`src/rtl/sub_operand_stager.sv`:
```
// sub_operand_stager: front stage of the FP32 subtraction unit.
// Accepts an operand pair over a valid/ready handshake and classifies both
// operands. Special operand pairs are resolved here. Normal pairs are run on
// the downstream subtractor, with a timeout abort. The result is returned
// over a second valid/ready handshake.
// Ports:
//   clk, rst_n                   clock, async active-low reset
//   in_valid/in_ready, in_a/in_b operand handshake (minuend, subtrahend)
//   sub_a/sub_b, flag_a/flag_b   latched operands and their class flags
//   available                    start/hold for the subtractor
//   sub_out/sub_done             subtractor result and its valid
//   res_valid/res_ready          result handshake
//   res_data/res_err             difference a-b, timeout abort flag
module sub_operand_stager #(
  parameter int unsigned TIMEOUT_CYCLES = 64,
  parameter logic [31:0] QNAN_CANON     = 32'h7FC00000
) (
  input  logic        clk,
  input  logic        rst_n,
  input  logic        in_valid,
  output logic        in_ready,
  input  logic [31:0] in_a,
  input  logic [31:0] in_b,
  output logic [31:0] sub_a,
  output logic [31:0] sub_b,
  output logic [4:0]  flag_a,
  output logic [4:0]  flag_b,
  output logic        available,
  input  logic [31:0] sub_out,
  input  logic        sub_done,
  output logic        res_valid,
  input  logic        res_ready,
  output logic [31:0] res_data,
  output logic        res_err
);

  localparam int unsigned CNT_W = $clog2(TIMEOUT_CYCLES + 1);
  localparam logic [CNT_W-1:0] CNT_LAST = CNT_W'(TIMEOUT_CYCLES - 1);

  typedef enum logic [2:0] {
    S_IDLE,
    S_CLASSIFY,
    S_SPECIAL,
    S_RUN,
    S_HOLD
  } state_e;

  // One-hot class: [0] zero [1] denormal [2] inf [3] qNaN [4] sNaN; 0 = normal
  function automatic logic [4:0] classify(input logic [31:0] x);
    logic exp_zero;
    logic exp_max;
    logic man_zero;
    exp_zero = (x[30:23] == 8'h00);
    exp_max  = (x[30:23] == 8'hFF);
    man_zero = (x[22:0] == 23'd0);
    classify = 5'b00000;
    if (exp_zero) begin
      classify = man_zero ? 5'b00001 : 5'b00010;
    end else if (exp_max) begin
      if (man_zero)   classify = 5'b00100;
      else if (x[22]) classify = 5'b01000;
      else            classify = 5'b10000;
    end
  endfunction

  // Result for pairs with at least one special operand; denormals act as signed zero
  function automatic logic [31:0] special_result(input logic [31:0] a,
                                                 input logic [31:0] b,
                                                 input logic [4:0]  fa,
                                                 input logic [4:0]  fb);
    logic [31:0] neg_b;
    neg_b = {~b[31], b[30:0]};
    if ((|fa[4:3]) || (|fb[4:3]))     special_result = QNAN_CANON;
    else if (fa[2] && fb[2])          special_result = (a[31] == b[31]) ? QNAN_CANON : a;
    else if (fa[2])                   special_result = a;
    else if (fb[2])                   special_result = neg_b;
    else if ((|fa[1:0]) && (|fb[1:0])) special_result = {a[31] & ~b[31], 31'd0};
    else if (|fb[1:0])                special_result = a;
    else                              special_result = neg_b;
  endfunction

  state_e            state_q, state_d;
  logic [31:0]       sub_a_q, sub_a_d, sub_b_q, sub_b_d;
  logic [4:0]        flag_a_q, flag_a_d, flag_b_q, flag_b_d;
  logic [31:0]       res_data_q, res_data_d;
  logic              res_err_q, res_err_d;
  logic              res_valid_q, res_valid_d;
  logic              in_ready_q, in_ready_d;
  logic              available_q, available_d;
  logic [CNT_W-1:0]  cnt_q, cnt_d;

  // Next-state and registered-output logic
  always_comb begin
    state_d     = state_q;
    sub_a_d     = sub_a_q;
    sub_b_d     = sub_b_q;
    flag_a_d    = flag_a_q;
    flag_b_d    = flag_b_q;
    res_data_d  = res_data_q;
    res_err_d   = res_err_q;
    cnt_d       = cnt_q;
    available_d = 1'b0;
    case (state_q)
      S_IDLE: begin
        if (in_valid && in_ready_q) begin
          sub_a_d  = in_a;
          sub_b_d  = in_b;
          flag_a_d = classify(in_a);
          flag_b_d = classify(in_b);
          state_d  = S_CLASSIFY;
        end
      end
      S_CLASSIFY: begin
        state_d = ((|flag_a_q) || (|flag_b_q)) ? S_SPECIAL : S_RUN;
      end
      S_SPECIAL: begin
        res_data_d = special_result(sub_a_q, sub_b_q, flag_a_q, flag_b_q);
        res_err_d  = 1'b0;
        state_d    = S_HOLD;
      end
      S_RUN: begin
        cnt_d = cnt_q + CNT_W'(1);
        // sub_done takes priority over a coincident timeout
        if (sub_done) begin
          res_data_d = sub_out;
          res_err_d  = 1'b0;
          state_d    = S_HOLD;
        end else if (cnt_q == CNT_LAST) begin
          res_data_d = QNAN_CANON;
          res_err_d  = 1'b1;
          state_d    = S_HOLD;
        end else begin
          available_d = 1'b1;
        end
      end
      S_HOLD: begin
        if (res_ready) begin
          res_err_d = 1'b0;
          cnt_d     = '0;
          state_d   = S_IDLE;
        end
      end
      default: state_d = S_IDLE;
    endcase
    in_ready_d  = (state_d == S_IDLE);
    res_valid_d = (state_d == S_HOLD);
  end

  // State and output registers
  always_ff @(posedge clk or negedge rst_n) begin
    if (!rst_n) begin
      state_q     <= S_IDLE;
      sub_a_q     <= '0;
      sub_b_q     <= '0;
      flag_a_q    <= '0;
      flag_b_q    <= '0;
      res_data_q  <= '0;
      res_err_q   <= 1'b0;
      res_valid_q <= 1'b0;
      in_ready_q  <= 1'b1;
      available_q <= 1'b0;
      cnt_q       <= '0;
    end else begin
      state_q     <= state_d;
      sub_a_q     <= sub_a_d;
      sub_b_q     <= sub_b_d;
      flag_a_q    <= flag_a_d;
      flag_b_q    <= flag_b_d;
      res_data_q  <= res_data_d;
      res_err_q   <= res_err_d;
      res_valid_q <= res_valid_d;
      in_ready_q  <= in_ready_d;
      available_q <= available_d;
      cnt_q       <= cnt_d;
    end
  end

  assign in_ready  = in_ready_q;
  assign sub_a     = sub_a_q;
  assign sub_b     = sub_b_q;
  assign flag_a    = flag_a_q;
  assign flag_b    = flag_b_q;
  assign available = available_q;
  assign res_valid = res_valid_q;
  assign res_data  = res_data_q;
  assign res_err   = res_err_q;

endmodule

```
`config.mk`:
```
export PLATFORM = sky130hd
export DESIGN_NAME = sub_operand_stager
export DESIGN_NICKNAME = d
export VERILOG_FILES = /design/src/rtl/sub_operand_stager.sv
export SDC_FILE = /design/constraint.sdc
export NUM_CORES = 1
export LEC_CHECK = 0
export BUFFER_PORTS_ARGS = -buffer_cell sky130_fd_sc_hd__buf_2
export CAP_MARGIN = 20
export CORE_AREA = 2 2 145 147
export CTS_CLUSTER_DIAMETER = 30
export DETAILED_ROUTE_END_ITERATION = 10
export DIE_AREA = 0 0 147 149
export PLACE_DENSITY = 0.5
export SLEW_MARGIN = 20
export SYNTH_ARGS = -nofsm -noshare
export SYNTH_HDL_FRONTEND = slang
export SYNTH_SLANG_ARGS = --single-unit
export TNS_END_PERCENT = 1
```
`constraint.sdc`:
```
create_clock -name clk -period 2.2 [get_ports clk]
set_input_delay 0.33 -clock clk [delete_from_list [all_inputs] [get_ports clk]]
set_output_delay 0.33 -clock clk [all_outputs]
set_load 0.02 [all_outputs]
```
[Word-level counts from Yosys, hierarchy flattened]
Index checks and enable logic that the tools add are counted.
Storage, ports and cells
  input port bits: 101
  register bits after elaboration: 120
  output and inout port bits: 110
  word-level logic and storage cells: 84
Operators by class
  add/sub/neg operators: 1
  equal/unequal tests: 11
  reduce and logical (&&, ||, !) cells: 24
  bitwise gates (word level): 2
  muxes and demuxes: 35
Operator list (count)
  two-way mux 32 bit: 9
  one-hot mux 32 bit (2 select lines): 1
  logical NOT 23 bit: 2
  two-way mux 5 bit: 8
  equality test 8 bit, second input constant: 2
  logical NOT 8 bit: 2
  one-hot mux 3 bit (5 select lines): 1
  one-hot mux 7 bit (2 select lines): 1
  two-way mux 3 bit: 4
  OR reduction 5 bit: 2
  OR reduction 2 bit: 4
  adder 7 x 1 -> 7 bit, second input constant: 1
  equality test 7 x 6 -> 1 bit, second input constant: 1
  two-way mux 1 bit: 7
  two-way mux 7 bit: 1
  equality test 3 x 2 -> 1 bit, second input constant: 2
  equality test 3 bit, second input constant: 2
  logical NOT 3 bit: 2
  AND reduction 2 bit: 3
  two-way mux 2 bit: 2
  nonzero test 2 bit: 2
  equality test 3 x 1 -> 1 bit, second input constant: 1
  logical AND 1 bit: 3
  != test 3 bit, second input constant: 1
  8 further kinds: 9

[Depth between registers and ports, before layout]
Gate-level depths: netlist of run 1.
  depth in word-level cells: 8
  depth in mapped cells: 8
  mapped depth without buffers: 6

[Least setup slack after synthesis of run 1]
OpenSTA, ideal clock, no wires.
  path type: register -> register
  start point: reg flag_a_q[4] (netlist: flag_a[4])
  end point: reg res_data_q[26] (netlist: res_data[26])
  path slack: 209 ps
  stages on the path, launching flop included: 6
  arrival: 1861 ps
  path buffers: 1
  required time: 2070 ps
  period minus slack after synthesis: 1991 ps
  library setup time: 130 ps
  path through: dfrtp_1 > or4_4 > or4_4 > buf_6 > a221oi_2 > nor3_1
On the way
  cells in the longest elaborated chain, start to end: 4
Ends and longest elaborated chain
  start: declaration: line 84  | logic [4:0] flag_a_q, flag_a_d, flag_b_q, flag_b_d;
  start signal: assignment: line 167  | flag_a_q <= flag_a_d;
  OR reduction 2 bit: line 73  | if ((|fa[4:3]) || (|fb[4:3])) special_result = QNAN_CANON;
  logical OR 1 bit: line 73
  two-way mux 32 bit: line 73
  one-hot mux 32 bit (2 select lines): line 103  | case (state_q)
  end signal: assignment: line 169  | res_data_q <= res_data_d;
  end: declaration: line 85  | logic [31:0] res_data_q, res_data_d;
No other way between the ends.
A chain may end at the register's enable or synchronous reset.

[Worst setup path after layout of run 1]
  start point: reg flag_a_q[4] (netlist: flag_a[4])
  end point: reg res_data_q[23] (netlist: res_data[23])
Same word-level chain as after synthesis.

==> run metrics, run 1 <==
Area Growth Syn to Fin 34.1%; status complete, no violations; number of fill cells about 2200; Final min period 2.00 ns; R2R Path End res_data[23]; Finished Layout Cells 1162; Fin Hold WS 0.126 ns; Multi-input gate area between 0.002 and 0.003 sq mm; TritonCTS clock tree done; H-tree depth 4; Die Area 0.0219 sq mm; WHS Endpoint sub_a[31]; final setup TNS 0 ns; Synth Instances 666; sw frac between 40% and 50%; clock network fraction of total power a little under a quarter; internal power 0.00674 W; max cap viols 0; Reg2Reg Depth 4; Slowest-stage cell, CP or4_4; Power Density approximately 1500 mW/mm^2; placed cells approximately 1100; switching power roughly 0.0051 W; post-synthesis sequential area ratio 50.0%; CTS Sinks 120; Bufs and invs on worst path 0; Port Buffers 210; Yosys Warn Count 0; min-delay src in_a[31]; total grt overflow 0; # rows between 50 and 60; routed len/inst around 18 um; ratio of cells with drive above 1 in the final layout around a third; post-synth cell types 52; ys async rst share between 90% and 100%; top cell type by total area after synthesis dfrtp_1; remaining antenna violation count after routing 0; worst-skew pair later-pin latency 0.41 ns; RSZ-0062 raised after global routing no; Static Leakage ~4.1 nW; nature of the critical path endpoint flip-flop; Cell Area, Placed ~0.0075 sq mm; FF+latch count, synth 120; cell area after layout 0.00806 sq mm; Hold Fails Final Rpt 0; actual slew at the worst max-slew pin 0.690 ns; Hold Path Stages 3; CP Data Required Time 2.49 ns; critical path peak fanout 9; RR Startpoint flag_a[4]; Final #Nets 975; syn_nets 769; relative slew slack a little over half; via count of the first global-routing pass around 5500; synthesized cell area 0.00601 sq mm; drc violations 0; Sequential Power Share a little over a third; Avg Inst Size Synth roughly 9 sq um; delay-heaviest family, CP simple AND/OR/NAND/NOR gates; critical setup path kind flip-flop to flip-flop; Num CTS Buffers 17; Core Area between 0.02 and 0.025 sq mm; register area approximately 0.003 sq mm; Die Width ~150 um; worst IR drop on VDD slightly below 0.0006 V; largest stage delay on the critical path 0.61 ns; clk_skew roughly 0.0047 ns; ys flop type dfrtp_1; vias 5676; crit path launch type flip-flop; Initial Util ~29%; worst-path cell chain or4_4, or4_4, a221oi_2, nor3_1; DR iter-0 viols 352; drt total wl between 20000 and 25000 um; Post-synth EDFFs 0; Slew Limit Fails 0; largest cells by area after synthesis dfrtp_1 (50%), nand2_1 (14%), mux2i_1 (3.5%), and4_1 (3.1%), o211ai_1 (2.7%); post-CTS sizing 0; Chip Height 149 um; post-route clock period utilization between 90% and 100%; commonest non-fill, non-tap cell in the layout nand2_1; First-pass DRT Iterations 4; largest net degree at the start of global routing 54; Synth top area share roughly half; Final Core Density about 39%; Critical Path Most Common Cell or4_4; antenna violations before repair 2; setup slack, reg-to-reg just over 0.2 ns; combinational fraction of design power about two fifths; # setup viols final 0; most frequent cells in the layout nand2_1 (230), buf_2 (209), dfrtp_1 (119), buf_4 (25), and3_1 (23); Detail Placement HPWL about 16000 um; first-pass GRT wire length 32600 um; Highest Clock Rate between 500 and 600 MHz; routability cong. approximately 0.85; Longest Clk Path Bufs 2; Hold WC Path Type input port to flip-flop; Root Buffer clkbuf_16; Boundary Pins between 200 and 250; gr usage total between 10% and 20%; critical path arrival around 2.3 ns; Via-to-Cell Ratio ~4.9; Worst-path clk slew roughly 0.05 ns
[state kept, by name, summed over array words and instances, names as in the netlist]
| signal | cells |
|---|---|
| available | 1 |
| cnt_q | 7 |
| flag_a | 5 |
| flag_b | 5 |
| in_ready | 1 |
| res_data | 32 |
| res_err | 1 |
| res_valid | 1 |
| state_q | 3 |
| sub_a | 32 |
| sub_b | 32 |
[stage by stage]
stage | setup slack [ns] | total power (W)
after floorplan | 0.209 | 0.00701
after global placement | 0.269 | 0.00904
after detailed placement | 0.214 | 0.00906
after CTS | 0.200 | 0.0119
after global routing | 0.135 | 0.0126
final | 0.203 | 0.0118
[cell usage after synthesis (5+ instances only)]
library cell / number
a31oi_1: 22
a22o_1: 5
clkbuf_1: 38
o31ai_1: 9
nor3_1: 16
o211ai_1: 22
nand2_1: 230
buf_2: 11
nand4b_1: 5
and3_1: 23
nor4_1: 15
nand3_1: 6
a221oi_2: 9
and4_1: 21
nor2_1: 21
or3_1: 5
dfrtp_1: 119
nand4_1: 9
o32ai_1: 5
o21ai_0: 8
mux2i_1: 21
[worst max path at each step]
stage / start / to / cells after the start
6_report: flag_a[4] / res_data[23] / 4
3_5_place_dp: flag_a[4] / res_data[23] / 4
5_1_grt: flag_a[4] / res_data[23] / 4
3_3_place_gp: flag_a[4] / res_data[27] / 4
2_1_floorplan: flag_a[4] / res_data[26] / 5
4_1_cts: flag_a[4] / res_data[23] / 4
[cell families after synthesis]
logic type	Yosys count	synth area share, %
AO/OA/AOI/OAI	95	12.4
XOR/XNOR	4	0.583
adder cells (fa/ha/maj)	2	0.416
buffers and inverters	55	3.94
flip-flops	120	50.0
multiplexers	21	3.50
AND/OR/NAND/NOR	369	29.2
[metal layers]
metal	share of wire, %	track usage (%)
met3	4.9	4.01
met2	46	29.0
met1	47	28.2
met4	2.4	7.84
met5	0	0
[cell type report]
class,instances,share of cell area [%]
multi-input cells,491,34.5
clock buffers,24,5.85
flip-flops and latches,120,37.3
clock inverters,8,1.49
inverters,3,0.140
repair buffers,239,16.4
diodes,2,0.0621
well taps,275,4.27
[power by group through the flow]
| stage | clock (W) | combinational [W] | sequential (W) |
|---|---|---|---|
| floorplan | 0 | 0.00209 | 0.00492 |
| global placement | 0 | 0.00490 | 0.00414 |
| detailed placement | 0 | 0.00493 | 0.00413 |
| CTS | 0.00287 | 0.00495 | 0.00410 |
| global route | 0.00296 | 0.00540 | 0.00424 |
| finish | 0.00280 | 0.00491 | 0.00410 |
[tightest hold or removal path, delay by kind of cell]
kind | cells | cell delay, ns
buf+inv | 1 | 0.07
simple gates | 2 | 0.09
[repair_timing]
action                    4_1_cts  5_1_grt
hold endpoints to repair       32        0
setup buffers                   0        0
hold buffers                    1        0
Power figures use the tool's default switching activity.
==> run 2: changes to the inputs <==
--- a/config.mk
+++ b/config.mk
@@ -7,11 +7,11 @@
 export LEC_CHECK = 0
 export BUFFER_PORTS_ARGS = -buffer_cell sky130_fd_sc_hd__buf_2
 export CAP_MARGIN = 20
-export CORE_AREA = 2 2 145 147
+export CORE_AREA = 2 2 131 133
 export CTS_CLUSTER_DIAMETER = 30
 export DETAILED_ROUTE_END_ITERATION = 10
-export DIE_AREA = 0 0 147 149
-export PLACE_DENSITY = 0.5
+export DIE_AREA = 0 0 133 135
+export PLACE_DENSITY = 0.59
 export SLEW_MARGIN = 20
 export SYNTH_ARGS = -nofsm -noshare
 export SYNTH_HDL_FRONTEND = slang
==> run 2 against run 1 <==
Critical path depth increased by 2. Sequential share of layout area increased by 0.62 points. Worst hold slack got worse by 0.014 ns. Sequential power about the same. Register-to-register slack about the same. Global-route usage increased by 3.2 points. Fmax about the same. Critical endpoint is now res_data[17]. Cell count decreased by 5.7%. Flip-flop and latch count unchanged. Clock-buffer cell count decreased by 1. Combinational power decreased by 1%. Die area decreased by 18%.
==> run metrics, run 2 (synthesis gave the netlist of run 1 again) <==
largest stage delay on the critical path 0.61 ns (about the same); first-pass GRT wire length 31100 um (was 32600 um); Hold Fails Final Rpt 0 (unchanged); power after layout 0.0118 W (about the same); Longest Clk Path Bufs 2 (unchanged); RR Startpoint cnt_q[0] (was flag_a[4]); worst-skew pair later-pin latency 0.42 ns (was 0.41 ns); Worst-path clk slew 0.06 ns (was 0.05 ns); Power Density 1490 mW/mm^2 (was 1470 mW/mm^2); min-delay src in_a[4] (was in_a[31]); Die Area 0.0180 sq mm (was 0.0219 sq mm); Chip Height 135 um (was 149 um); Initial Util 36.6% (was 29.2%); Detail Placement HPWL 15100 um (was 16100 um); register area 0.00300 sq mm (unchanged); number of fill cells 1600 (was 2227); Port Buffers 210 (unchanged); drc violations 0 (unchanged); CTS Sinks 120 (unchanged); nature of the critical path endpoint flip-flop (unchanged); relative slew slack 34.7% (was 54.0%); Hold WC Path Type input port to flip-flop (unchanged); clk_skew 0.00854 ns (was 0.00469 ns); H-tree depth 4 (unchanged); Final #Nets 967 (was 975); post-route clock period utilization 90.8% (about the same); Hold Path Stages 3 (unchanged); ratio of cells with drive above 1 in the final layout 31.8% (was 32.0%); routed len/inst 18.6 um (was 18.4 um); # rows 47 (was 53); largest net degree at the start of global routing 59 (was 54); critical setup path kind flip-flop to flip-flop (unchanged); routability cong. 0.905 (was 0.849); crit path launch type flip-flop (unchanged); remaining antenna violation count after routing 0 (unchanged); Slowest-stage cell, CP or4b_1 (was or4_4); drt total wl 20400 um (was 21400 um); Boundary Pins 211 (unchanged); TritonCTS clock tree done (unchanged); status complete, no violations (unchanged); # setup viols final 0 (unchanged); worst IR drop on VDD 0.000748 V (was 0.000580 V); DR iter-0 viols 426 (was 352); via count of the first global-routing pass 5423 (was 5535); CP Data Required Time 2.49 ns (about the same); Highest Clock Rate 501 MHz (about the same); Final min period 2.00 ns (about the same); commonest non-fill, non-tap cell in the layout nand2_1 (unchanged); final setup TNS 0 ns (unchanged); gr usage total 22.8% (was 19.6%); actual slew at the worst max-slew pin 0.977 ns (was 0.690 ns); Antenna Diode Count 0 (was 2); worst-path cell chain ha_1, nand2_1, or4b_1, buf_4, a31oi_1, o211ai_1 (was or4_4, or4_4, a221oi_2, nor3_1); Root Buffer clkbuf_16 (unchanged); Via-to-Cell Ratio 5.26 (was 4.88); Core Area 0.0164 sq mm (was 0.0206 sq mm); Static Leakage 4.02 nW (was 4.05 nW); critical path peak fanout 16 (was 9); Multi-input gate area 0.00278 sq mm (about the same); antenna violations before repair 0 (was 2); Area Growth Syn to Fin 31.9% (was 34.1%); Slew Limit Fails 0 (unchanged); most frequent cells in the layout nand2_1 (229), buf_2 (209), dfrtp_1 (119), and3_1 (23) (was nand2_1 (230), buf_2 (209), dfrtp_1 (119), buf_4 (25), and3_1 (23)); Reg2Reg Depth 6 (was 4); total grt overflow 0 (unchanged); max cap viols 0 (unchanged); RSZ-0062 raised after global routing no (unchanged); Die Width 133 um (was 147 um); critical path arrival 2.29 ns (was 2.28 ns); Num CTS Buffers 17 (unchanged); vias 5769 (was 5676); First-pass DRT Iterations 5 (was 4); Setup crit start cnt_q[0] (was flag_a[4])
[run 2: cell types whose count changed in the layout (fill, tap and decap cells not counted)]
cell | previous run | this run
nand2_2 | 0 | 1
clkbuf_1 | 5 | 1
clkinvlp_4 | 2 | 1
clkbuf_8 | 2 | 5
buf_4 | 25 | 19
clkinv_2 | 3 | 4
diode_2 | 2 | 0
nand2_1 | 230 | 229
buf_12 | 4 | 2
[run 2: path summary, 6_finish.rpt]
kind,endpoint,slack [ns]
max,res_data[17],0.20
min,sub_a[4],0.11
max reg2reg,res_data[17],0.20
min reg2reg,sub_b[15],0.49
max in group asynchronous,in_ready,1.02
min in group asynchronous,sub_a[21],0.45
[run 2: layout make-up]
type	instances	share of cell area, %
Clock buffer	23	6.28
Multi-Input combinational cell	491	35.1
Sequential cell	120	37.9
Clock inverter	8	1.48
Inverter	3	0.142
Timing Repair Buffer	231	15.6
Tap cell	220	3.47
[run 2: worst max-delay path, delay by kind of cell, from the launching register on]
family,cells,cell delay [ns]
buf+inv,1,0.27
flops,1,0.39
fa+ha+maj,1,0.19
simple gates,2,0.70
compound gates,2,0.32
[run 2: power breakdown]
part,switching (W),total (W),leakage (nW),internal [W]
sequential,0.000917,0.00409,1.51,0.00318
combinational,0.00315,0.00485,2.21,0.00169
clock,0.000982,0.00290,0.305,0.00192
total,0.00505,0.0118,4.02,0.00679
[run 2: what timing repair did]
item	4_1_cts	5_1_grt
setup buffers	0	0
setup endpoints to repair	0	1
resized for setup	0	1
endpoints found under the hold margin	34	0
hold buffers	1	0
[run 2: per-layer routing]
| layer | global-route usage [%] | up-vias | wire [um] |
|---|---|---|---|
| met5 | 0 | - | 0 |
| li1 | - | 2765 | - |
| met1 | 31.0 | 2786 | 9160 |
| met3 | 4.65 | 25 | 1110 |
| met4 | 7.77 | 0 | 392 |
| met2 | 36.7 | 193 | 9730 |
[run 2: through the flow]
step	cell area, sq um	utilization, %	std cells	hold slack (ns)	setup WS (ns)
floorplan	6010	-	666	0.0344	0.209
CTS	7920	48.3	1096	0.102	0.176
detailed placement	7300	44.5	1064	0.335	0.188
finish	7930	48.3	1096	0.113	0.203
global placement	7300	44.5	1064	0.330	0.197
global route	7930	48.3	1096	0.111	0.0811
